`src/rtl/cpu_control_unit_pkg.sv`:
```
// Shared encodings for the PIC10-style control unit: opcode fields, SFR map,
// PC mux selects, FSM states and the decoded instruction class bundle.
package cpu_control_unit_pkg;

    localparam int unsigned INSTR_W = 12;
    localparam int unsigned ADDR_W  = 5;
    localparam int unsigned PCSEL_W = 2;
    localparam int unsigned PHASE_W = 2;

    // Opcode fields, named by how many top bits of the instruction they cover
    localparam logic [6:0] OP7_MISC   = 7'b0000000;
    localparam logic [6:0] OP7_MOVWF  = 7'b0000001;
    localparam logic [6:0] OP7_CLRW   = 7'b0000010;
    localparam logic [5:0] OP6_DECFSZ = 6'b001011;
    localparam logic [5:0] OP6_INCFSZ = 6'b001111;
    localparam logic [3:0] OP4_BTFSC  = 4'b0110;
    localparam logic [3:0] OP4_BTFSS  = 4'b0111;
    localparam logic [3:0] OP4_RETLW  = 4'b1000;
    localparam logic [3:0] OP4_CALL   = 4'b1001;
    localparam logic [2:0] OP3_GOTO   = 3'b101;
    localparam logic [1:0] OP2_BYTE   = 2'b00;
    localparam logic [1:0] OP2_BIT    = 2'b01;
    localparam logic [1:0] OP2_LIT    = 2'b11;

    localparam logic [INSTR_W-1:0] INSTR_SLEEP = 12'h003;
    localparam logic [2:0]         TRIS_F_MIN  = 3'd5;

    localparam logic [ADDR_W-1:0] ADDR_INDF     = 5'd0;
    localparam logic [ADDR_W-1:0] ADDR_TMR0     = 5'd1;
    localparam logic [ADDR_W-1:0] ADDR_PCL      = 5'd2;
    localparam logic [ADDR_W-1:0] ADDR_STATUS   = 5'd3;
    localparam logic [ADDR_W-1:0] ADDR_FSR      = 5'd4;
    localparam logic [ADDR_W-1:0] ADDR_GPIO0    = 5'd5;
    localparam logic [ADDR_W-1:0] ADDR_GPIO1    = 5'd6;
    localparam logic [ADDR_W-1:0] ADDR_GPIO2    = 5'd7;
    localparam logic [ADDR_W-1:0] ADDR_RAM_BASE = 5'd8;

    localparam logic [PCSEL_W-1:0] PCSEL_GOTO  = 2'b00;
    localparam logic [PCSEL_W-1:0] PCSEL_CALL  = 2'b01;
    localparam logic [PCSEL_W-1:0] PCSEL_STACK = 2'b10;
    localparam logic [PCSEL_W-1:0] PCSEL_ALU   = 2'b11;

    typedef enum logic [2:0] {
        ST_RESET = 3'd0,
        ST_Q1    = 3'd1,
        ST_Q2    = 3'd2,
        ST_Q3    = 3'd3,
        ST_Q4    = 3'd4,
        ST_HALT  = 3'd5
    } state_e;

    typedef struct packed {
        logic literal;
        logic file_byte;
        logic bit_op;
        logic skip_type;
        logic skip_if_clear;
        logic goto_op;
        logic call_op;
        logic retlw_op;
        logic tris_op;
        logic sleep_op;
        logic dest_w;
        logic indf;
    } decode_t;

    function automatic logic is_ram_addr(input logic [ADDR_W-1:0] addr);
        return addr >= ADDR_RAM_BASE;
    endfunction

endpackage

```
`src/rtl/cpu_control_unit_decoder.sv`:
```
// Combinational classifier for the 12-bit baseline instruction word.
module cpu_instruction_decoder
    import cpu_control_unit_pkg::*;
(
    input  logic [INSTR_W-1:0] i_instr,
    output decode_t            o_dec
);

    logic [6:0]        w_op7;
    logic [5:0]        w_op6;
    logic [3:0]        w_op4;
    logic [2:0]        w_op3;
    logic [1:0]        w_op2;
    logic              w_d;
    logic [ADDR_W-1:0] w_f;
    logic              w_file_access;

    assign w_op7 = i_instr[11:5];
    assign w_op6 = i_instr[11:6];
    assign w_op4 = i_instr[11:8];
    assign w_op3 = i_instr[11:9];
    assign w_op2 = i_instr[11:10];
    assign w_d   = i_instr[5];
    assign w_f   = i_instr[4:0];

    always_comb begin
        o_dec         = '0;
        w_file_access = 1'b0;

        o_dec.literal   = (w_op2 == OP2_LIT);
        o_dec.file_byte = ((w_op2 == OP2_BYTE) && (w_op6 != 6'd0)) || (w_op7 == OP7_MOVWF);
        o_dec.bit_op    = (w_op2 == OP2_BIT);
        o_dec.skip_type = (w_op6 == OP6_DECFSZ) || (w_op6 == OP6_INCFSZ)
                       || (w_op4 == OP4_BTFSC)  || (w_op4 == OP4_BTFSS);
        o_dec.skip_if_clear = (w_op4 == OP4_BTFSS);
        o_dec.goto_op   = (w_op3 == OP3_GOTO);
        o_dec.call_op   = (w_op4 == OP4_CALL);
        o_dec.retlw_op  = (w_op4 == OP4_RETLW);
        o_dec.tris_op   = (w_op7 == OP7_MISC) && (i_instr[4:3] == 2'b00)
                       && (i_instr[2:0] >= TRIS_F_MIN);
        o_dec.sleep_op  = (i_instr == INSTR_SLEEP);
        o_dec.dest_w    = o_dec.literal | o_dec.retlw_op | (o_dec.file_byte & ~w_d);

        // CLRW shares the byte-op row but has no file operand
        w_file_access = (o_dec.file_byte | o_dec.bit_op) & (w_op7 != OP7_CLRW);
        o_dec.indf    = w_file_access && (w_f == ADDR_INDF);
    end

endmodule

```
`src/rtl/cpu_control_unit.sv`:
```
// Q1..Q4 instruction sequencer for the PIC10-compatible core; drives every
// datapath strobe from the current phase and the decoded instruction.
module cpu_control_unit
    import cpu_control_unit_pkg::*;
#(
    parameter int unsigned STARTUP_CYCLES = 2,
    parameter bit          HALT_ON_SLEEP  = 1'b1
) (
    input  logic               clk,
    input  logic               rst,
    input  logic [INSTR_W-1:0] instruction_reg_out,
    input  logic [ADDR_W-1:0]  reg_address,
    input  logic               zero_result,
    output logic               store_alu_w,
    output logic               alu_in_select,
    output logic               load_status_reg,
    output logic               skip_next_instruction,
    output logic               load_instruction_reg,
    output logic [PCSEL_W-1:0] pc_mux_select,
    output logic               load_pc,
    output logic               inc_pc,
    output logic               inc_stack,
    output logic               dec_stack,
    output logic               load_stack,
    output logic               load_fsr,
    output logic               reg_address_mux_select,
    output logic               load_ram,
    output logic               load_tris0,
    output logic               load_tris1,
    output logic               load_tris2,
    output logic               load_gpio0,
    output logic               load_gpio1,
    output logic               load_gpio2,
    output logic [PHASE_W-1:0] q_phase,
    output logic               halted
);

    localparam int unsigned CNT_W = $clog2(STARTUP_CYCLES + 2);

    state_e           r_state;
    state_e           w_next_state;
    logic [CNT_W-1:0] r_startup_cnt;
    logic             r_skip_pending;
    logic             r_squash;
    decode_t          w_dec;
    logic             w_startup_done;
    logic             w_file_write;
    logic             w_skip_hit;

    cpu_instruction_decoder u_decoder (
        .i_instr (instruction_reg_out),
        .o_dec   (w_dec)
    );

    assign w_startup_done = (32'(r_startup_cnt) + 32'd1) >= STARTUP_CYCLES;
    assign w_file_write   = (w_dec.file_byte & ~w_dec.dest_w) | (w_dec.bit_op & ~w_dec.skip_type);
    assign w_skip_hit     = w_dec.skip_type & (zero_result ^ w_dec.skip_if_clear);

    // State register
    always_ff @(posedge clk or posedge rst) begin
        if (rst) begin
            r_state <= ST_RESET;
        end else begin
            r_state <= w_next_state;
        end
    end

    // r_squash marks the instruction fetched under a pending skip so its
    // strobes (including any skip of its own) are suppressed for Q2..Q4.
    always_ff @(posedge clk or posedge rst) begin
        if (rst) begin
            r_startup_cnt  <= '0;
            r_skip_pending <= 1'b0;
            r_squash       <= 1'b0;
        end else begin
            if (r_state == ST_RESET) begin
                r_startup_cnt <= r_startup_cnt + CNT_W'(1);
            end
            if (r_state == ST_Q1) begin
                r_squash       <= r_skip_pending;
                r_skip_pending <= 1'b0;
            end
            if ((r_state == ST_Q4) && !r_squash && w_skip_hit) begin
                r_skip_pending <= 1'b1;
            end
        end
    end

    // Next-state logic
    always_comb begin
        w_next_state = r_state;
        case (r_state)
            ST_RESET: if (w_startup_done) w_next_state = ST_Q1;
            ST_Q1:    w_next_state = ST_Q2;
            ST_Q2:    w_next_state = ST_Q3;
            ST_Q3:    w_next_state = ST_Q4;
            ST_Q4: begin
                if (HALT_ON_SLEEP && w_dec.sleep_op && !r_squash) begin
                    w_next_state = ST_HALT;
                end else begin
                    w_next_state = ST_Q1;
                end
            end
            ST_HALT:  w_next_state = ST_HALT;
            default:  w_next_state = ST_RESET;
        endcase
    end

    // Strobe decode from phase and instruction class
    always_comb begin
        store_alu_w            = 1'b0;
        alu_in_select          = 1'b0;
        load_status_reg        = 1'b0;
        skip_next_instruction  = 1'b0;
        load_instruction_reg   = 1'b0;
        pc_mux_select          = PCSEL_GOTO;
        load_pc                = 1'b0;
        inc_pc                 = 1'b0;
        inc_stack              = 1'b0;
        dec_stack              = 1'b0;
        load_stack             = 1'b0;
        load_fsr               = 1'b0;
        reg_address_mux_select = 1'b0;
        load_ram               = 1'b0;
        load_tris0             = 1'b0;
        load_tris1             = 1'b0;
        load_tris2             = 1'b0;
        load_gpio0             = 1'b0;
        load_gpio1             = 1'b0;
        load_gpio2             = 1'b0;
        q_phase                = 2'd0;
        halted                 = 1'b0;

        case (r_state)
            ST_Q1: begin
                load_instruction_reg  = 1'b1;
                inc_pc                = 1'b1;
                skip_next_instruction = r_skip_pending;
            end
            ST_Q2: begin
                q_phase                = 2'd1;
                reg_address_mux_select = w_dec.indf & ~r_squash;
            end
            ST_Q3: begin
                q_phase = 2'd2;
                if (!r_squash) begin
                    reg_address_mux_select = w_dec.indf;
                    alu_in_select          = w_dec.literal | w_dec.retlw_op;
                    store_alu_w            = w_dec.dest_w;
                    if (w_file_write) begin
                        if (is_ram_addr(reg_address)) begin
                            load_ram = 1'b1;
                        end else begin
                            case (reg_address)
                                ADDR_PCL: begin
                                    load_pc       = 1'b1;
                                    pc_mux_select = PCSEL_ALU;
                                end
                                ADDR_STATUS:           load_status_reg = 1'b1;
                                ADDR_FSR:              load_fsr        = 1'b1;
                                ADDR_GPIO0:            load_gpio0      = 1'b1;
                                ADDR_GPIO1:            load_gpio1      = 1'b1;
                                ADDR_GPIO2:            load_gpio2      = 1'b1;
                                ADDR_INDF, ADDR_TMR0:  ;
                                default:               ;
                            endcase
                        end
                    end
                    if (w_dec.tris_op) begin
                        case (instruction_reg_out[2:0])
                            3'd5:    load_tris0 = 1'b1;
                            3'd6:    load_tris1 = 1'b1;
                            3'd7:    load_tris2 = 1'b1;
                            default: ;
                        endcase
                    end
                end
            end
            ST_Q4: begin
                q_phase = 2'd3;
                if (!r_squash) begin
                    if (w_dec.goto_op) begin
                        load_pc       = 1'b1;
                        pc_mux_select = PCSEL_GOTO;
                    end else if (w_dec.call_op) begin
                        load_stack    = 1'b1;
                        inc_stack     = 1'b1;
                        load_pc       = 1'b1;
                        pc_mux_select = PCSEL_CALL;
                    end else if (w_dec.retlw_op) begin
                        dec_stack     = 1'b1;
                        load_pc       = 1'b1;
                        pc_mux_select = PCSEL_STACK;
                    end
                end
            end
            ST_HALT: halted = 1'b1;
            default: ;
        endcase
    end

endmodule

```
`config.mk`:
```
export PLATFORM = sky130hd
export DESIGN_NAME = cpu_control_unit
export DESIGN_NICKNAME = d
export VERILOG_FILES = /design/src/rtl/cpu_control_unit_pkg.sv /design/src/rtl/cpu_control_unit_decoder.sv /design/src/rtl/cpu_control_unit.sv
export SDC_FILE = /design/constraint.sdc
export NUM_CORES = 1
export LEC_CHECK = 0
export ABC_AREA = 1
export CORE_MARGIN = 2
export CORE_UTILIZATION = 55
export CTS_CLUSTER_DIAMETER = 200
export DETAILED_ROUTE_END_ITERATION = 8
export DONT_BUFFER_PORTS = 1
export PLACE_DENSITY_LB_ADDON = 0.3
export SYNTH_ARGS = -nofsm -noshare
export SYNTH_HDL_FRONTEND = slang
export SYNTH_SLANG_ARGS = --single-unit
export TNS_END_PERCENT = 20
```
`constraint.sdc`:
```
create_clock -name clk -period 1.3 [get_ports clk]
set_input_delay 0.13 -clock clk [delete_from_list [all_inputs] [get_ports clk]]
set_output_delay 0.13 -clock clk [all_outputs]
set_load 0.01 [all_outputs]
```
== Word-level counts from Yosys, hierarchy flattened ==
Cells that the tools add are included.

* Word-level logic and storage cells: 152
* Output and inout port bits: 24
* Bits in registers: 7
* Bits of input ports: 20

* Mux-type cells: 82
* Bitwise logic cells: 15
* Magnitude comparators: 3
* Reductions and logical operators: 19
* $add $sub $neg: 2
* Equal/unequal tests: 27

{| class="wikitable"
|+ Operators by type and width
! operator !! number
|-
| 1-bit two-way mux || 67
|-
| 5-bit by 3-bit equality test with 1-bit output (second input constant) || 4
|-
| 3-bit equality test (second input constant) || 6
|-
| 3-bit one-hot mux with 6 select lines || 1
|-
| 2-bit two-way mux || 8
|-
| 12-bit by 2-bit equality test with 1-bit output (second input constant) || 1
|-
| 6-bit by 4-bit equality test with 1-bit output (second input constant) || 2
|-
| 5-bit by 2-bit equality test with 1-bit output (second input constant) || 2
|-
| 4-bit by 3-bit equality test with 1-bit output (second input constant) || 2
|-
| 4-bit equality test (second input constant) || 2
|-
| 7-bit by 1-bit equality test with 1-bit output (second input constant) || 1
|-
| 1-bit logical AND || 7
|-
| 7-bit zero test || 1
|-
| 7-bit by 2-bit inequality test with 1-bit output (second input constant) || 1
|-
| 1-bit bitwise AND || 6
|-
| 3-bit by 2-bit equality test with 1-bit output (second input constant) || 2
|-
| 3-bit two-way mux || 2
|-
| 2-bit one-hot mux with 3 select lines || 1
|-
| 6-bit nonzero test || 1
|-
| 5-bit by 4-bit greater-or-equal comparator with 1-bit output (second input constant) || 1
|-
| 5-bit zero test || 1
|-
| 2-bit zero test || 2
|-
| 1-bit logical OR || 4
|-
| 1-bit NOT || 4
|-
| 15 further kinds || 19
|}

== Depth between registers and ports, before layout ==
* Word-level depth: 11
* Mapped depth: 9
* Mapped depth without buffers: 9

== By module ==
A second synthesis with hierarchy kept.

* Cell total of the unflattened synthesis: 143
* Area, all modules: 827.0 um^2

{| class="wikitable"
|+ Modules (own cells, without submodules)
! module !! cells an instance !! sequential area each (um^2) !! area each (um^2) !! times used
|-
| cpu_control_unit || 101 || 175.2 || 619.3 || 1
|-
| cpu_instruction_decoder || 42 || 0.0 || 207.7 || 1
|}

== Least setup slack after synthesis ==
Ideal clock, no wire load.

* Path type: reg2out
* From: register r_state[1]
* To: output load_stack
* Arrival time: 1248 ps
* Required time: 1170 ps
* Path slack: -78 ps
* Cell stages (with the launch flop): 9
* Buffers on the path: 1
* Path through: dfrtp_1 inv_2 nand2_2 nor2_2 inv_2 nor3_2 nand3_1 inv_1 buf_4

* Word-level cells in the longest chain between the ends: 2

{| class="wikitable"
|+ RTL lines
! element !! line !! source
|-
| start, declared || cpu_control_unit.sv:40 || <nowiki>state_e r_state;</nowiki>
|-
| start signal, assigned || cpu_control_unit.sv:64 || <nowiki>r_state <= w_next_state;</nowiki>
|-
| 3-bit equality test || - ||
|-
| 1-bit two-way mux || - ||
|-
| end, declared || cpu_control_unit.sv:24 || <nowiki>output logic load_stack,</nowiki>
|}

No other way between the ends.

== Worst setup path in the final report ==
* From: register r_state[1]
* To: output pc_mux_select[0]

* Word-level cells in the longest chain between the ends: 2

{| class="wikitable"
|+ RTL lines
! element !! line !! source
|-
| 3-bit equality test / 3-bit by 2-bit equality test with 1-bit output (equally long branches) || cpu_control_unit.sv:134 || <nowiki>case (r_state)</nowiki>
|-
| 2-bit one-hot mux with 2 select lines (*) || cpu_control_unit.sv:134 ||
|-
| end, declared || cpu_control_unit.sv:19 || <nowiki>output logic [PCSEL_W-1:0] pc_mux_select,</nowiki>
|}

Mark *: on every way between the ends. The rest lies on a longest branch, timed or not.

==> summary by stage <==
Yosys
The largest total area in the synthesized netlist belongs to dfrtp_1. The fraction of post-synthesis cell area in the top cell type by area is 0.2244. Synthesis inferred 7 register bits.

Counting every instance in the synthesized netlist gives 128. The netlist uses 28 different library cells. Yosys mapped a number of flops with a built-in enable equal to 0. Counting every net in the synthesized netlist gives 149.

The mean instance size in the synthesized netlist is 6.100 µm². During synthesis, Yosys emitted a total of 0 warnings. The share of the Yosys chip area taken by registers is 0.2244. Sorting the synthesized cells by area gives the leading types as dfrtp_1, inv_1, nand2_1. By count the netlist is led by inv_1, nand2_1, nor2_1, nand3_1, dfrtp_1. The most instantiated flip-flop cell in the synthesis netlist is dfrtp_1. Of all flip-flops after synthesis, the portion carrying an async set or reset was 1.000. The cell with the most instances after synthesis is inv_1.

The summed instance area of the synthesized netlist is 780.7 µm².

Clock tree
At the later pin of the worst-skew pair, clock insertion delay measures 250 ps. The total number of H-tree levels is 1. TritonCTS built the clock tree. Counting every sink on the clock net gives 7. In this run, CTS created clock tree buffers numbering 3.

The CTS root buffer is clkbuf_4. After clock tree synthesis, the clock-pin slew on the worst setup and hold paths is 50 ps. The maximum buffer depth of the clock tree is 2.

Setup path
STA puts the critical path data required time at 1170 ps. The largest driver fanout on the critical path is 3. For this design, the slowest cell found on the critical path is dfrtp_2. For the worst setup path, the data arrival time is 1460 ps. The worst register-to-register path begins at r_state[1]$_DFFE_PP0P_. The endpoint type of the worst setup path is an output port. The type of element launching the critical path is a flip-flop. By instance count, the cell type seen most on the critical path is inv_2. The reg-to-reg endpoint is r_squash$_DFFE_PP0P_. The critical path goes through inv_2 -> nand2_2 -> nor2_4 -> inv_2 -> nor3_4 -> nand3_2 -> nand2_1. In this run the register-to-register setup slack is -20 ps. The setup path with the least slack is of type reg2out. For this run, the slowest stage of the critical path takes 410 ps.

Counting cells, the worst reg-to-reg path comes to 7.

Finish
The final instance count without filler cells is 159. The area of the multi-input gates is 609.3 µm². In the final design database the tool counted 166 nets.

The combined flip-flop and latch cell area is 177.7 µm². 0 antenna diodes ended up in the layout. From synthesis to final layout, the design area changed by 36.06%. The layout has 88 filler cells. The layout cell share with drive strength beyond 1 is 0.4236.

Die
The floorplan die height is 41.68 µm. The floorplan has 13 rows. The initial standard-cell utilization of the core is 0.5926. The core region is 1318 µm². Pin placement for this block handled 44 I/O pins. The floorplan step set the die width to 41.68 µm. The die covers 1737 µm².

Global routing
The global-route total usage across every layer is 0.2555. The largest net degree at the start of global routing is 8. Summed over all layers, the global routing overflow is 0. The initial antenna violation count came to 0.

The via count of the first global-routing pass was 829. The global-route wire length before repair is 3422 µm.

Drt
The total vias in the final route is 886. The number of DRC markers in iteration 0 is 25. The total wirelength of the detailed-routed design is 2294 µm.

The ratio of routed vias to standard cells is 5.572. The post-route DRC violation count is 0. In this run the remaining antenna-violating nets after routing total 0.

The number of detailed-routing iterations run before antenna repair is 4. Dividing the detail-routed wire length by the instance count gives 14.43 µm.

Timing
For the pin with the worst max-slew slack, the measured transition is 441.6 ps. The final-report hold violation count came to 0. The final-report max-slew violation count is 0. The period utilization is 1.220.

Setup repair after global routing could not meet its margin everywhere. The relative slew slack is 0.7037. The worst setup slack after layout is -285.6 ps. The worst setup skew after layout is 1.715 ps.

Setup violations remaining at the end of the flow were counted as 26. The minimum clock period after layout is 1586 ps. Timing would allow up to 630.7 MHz.

Power and ir drop
The power per cell area is 1446 nW/µm². The static leakage is 0.5067 nW. The worst-case IR drop observed on VDD is 1.268 mV. The post-route total power is 0.001537 W.

Flow run
Across the run, the number of max-cap violations was 0.

Placed design
The half-perimeter wire length after detailed placement is 1632 µm. Input and output buffers added on the ports amount to 0. The number of instances in the placed design is 150. The global placer's final weighted congestion is 0.8940. The setup slack after placement is -13.53 ps.

Status
The final reports fail on setup timing. The flow ran to the end, but the final reports show violations.

Min path
The worst hold path begins at zero_result. The hold path endpoint is r_skip_pending$_DFFE_PP0P_. In this run the worst hold path is classified as in2reg. The count of cells along the worst hold path is 2.
-- kinds of logic after synthesis --
family                     synth area share
DFF                                  0.2244
and+or+nand+nor                      0.5160
buffers and inverters                0.1683
xor gates and xnor gates            0.02244
adders and majority gates           0.01602
AOI/OAI and AO/OA                   0.05289
-- critical path: cells and delay by family (launching register included) --
| kind | cells | cell delay [ps] |
|---|---|---|
| buffers and inverters | 2 | 140 |
| DFF | 1 | 410 |
| and+or+nand+nor | 5 | 660 |
-- flip-flops by register name (all words and copies together), names as in the netlist --
register,flops
r_state,3
r_startup_cnt,2
r_squash,1
r_skip_pending,1
-- metrics by stage --
step                hold WS, ps  area [µm²]  utilization  setup TNS [ps]
floorplan                -66.67       793.3            -          -3.398
global placement         -39.81       864.6       0.6562               0
detailed placement       -42.69       864.6       0.6562          -25.46
CTS                       90.05        1016       0.7711           -3222
global route              90.45        1062       0.8063           -5840
finish                    93.22        1062       0.8063           -4233
-- where the power goes --
group	internal (W)	switching (W)	leakage, nW
clock network	0.000117	0.0000773	0.0150
logic	0.000357	0.000586	0.405
registers	0.000312	0.0000879	0.0870
-- routing by layer --
layer	track usage	up-vias	wire length, µm
met5	0	-	0
met4	0.01935	0	35
met3	0.07391	6	190
met2	0.4750	55	1259
met1	0.2992	393	809
li1	-	432	-
-- cells in the final DEF (no fill, tap or decap), drive strengths merged --
cell         instances
o21ai                3
nor4                 3
nand4                2
a22oi                1
o22ai                1
nor2                21
and3                 1
o21bai               1
buf                 13
nand3b               1
clkbuf               4
nand3               12
dlygate4sd3          1
a21oi                1
or2                  2
nand2               27
nor3                 8
dfrtp                7
inv                 31
nor3b                1
xor2                 2
ha                   1
-- worst max path at each step --
stage,startpoint,to,slack [ps],cells past startpoint
finish,r_state[1]$_DFFE_PP0P_,pc_mux_select[0],-290,7
global route,r_state[1]$_DFFE_PP0P_,pc_mux_select[1],-380,7
CTS,r_state[1]$_DFFE_PP0P_,pc_mux_select[0],-250,7
detailed placement,r_state[2]$_DFFE_PP0P_,load_tris0,-10,4
global placement,r_state[2]$_DFFE_PP0P_,load_tris1,30,5
floorplan,r_state[1]$_DFFE_PP0P_,load_stack,-3,8
-- layout make-up --
cell class | count | share of cell area
multi-input combinational | 88 | 0.5736
sequential | 7 | 0.1673
inverter | 31 | 0.1119
timing repair buffer | 14 | 0.1048
clock buffer | 4 | 0.02473
tap | 15 | 0.01767
-- what timing repair did --
item / in CTS / in global routing
setup buffers: 1 / 3
pin swaps: 4 / 6
hold buffers: 1 / 0
endpoints found under the setup margin: 24 / 27
hold endpoints to repair: 7 / 0
gates resized for setup: 28 / 8
Note: power is estimated with default switching activity, not from simulation.
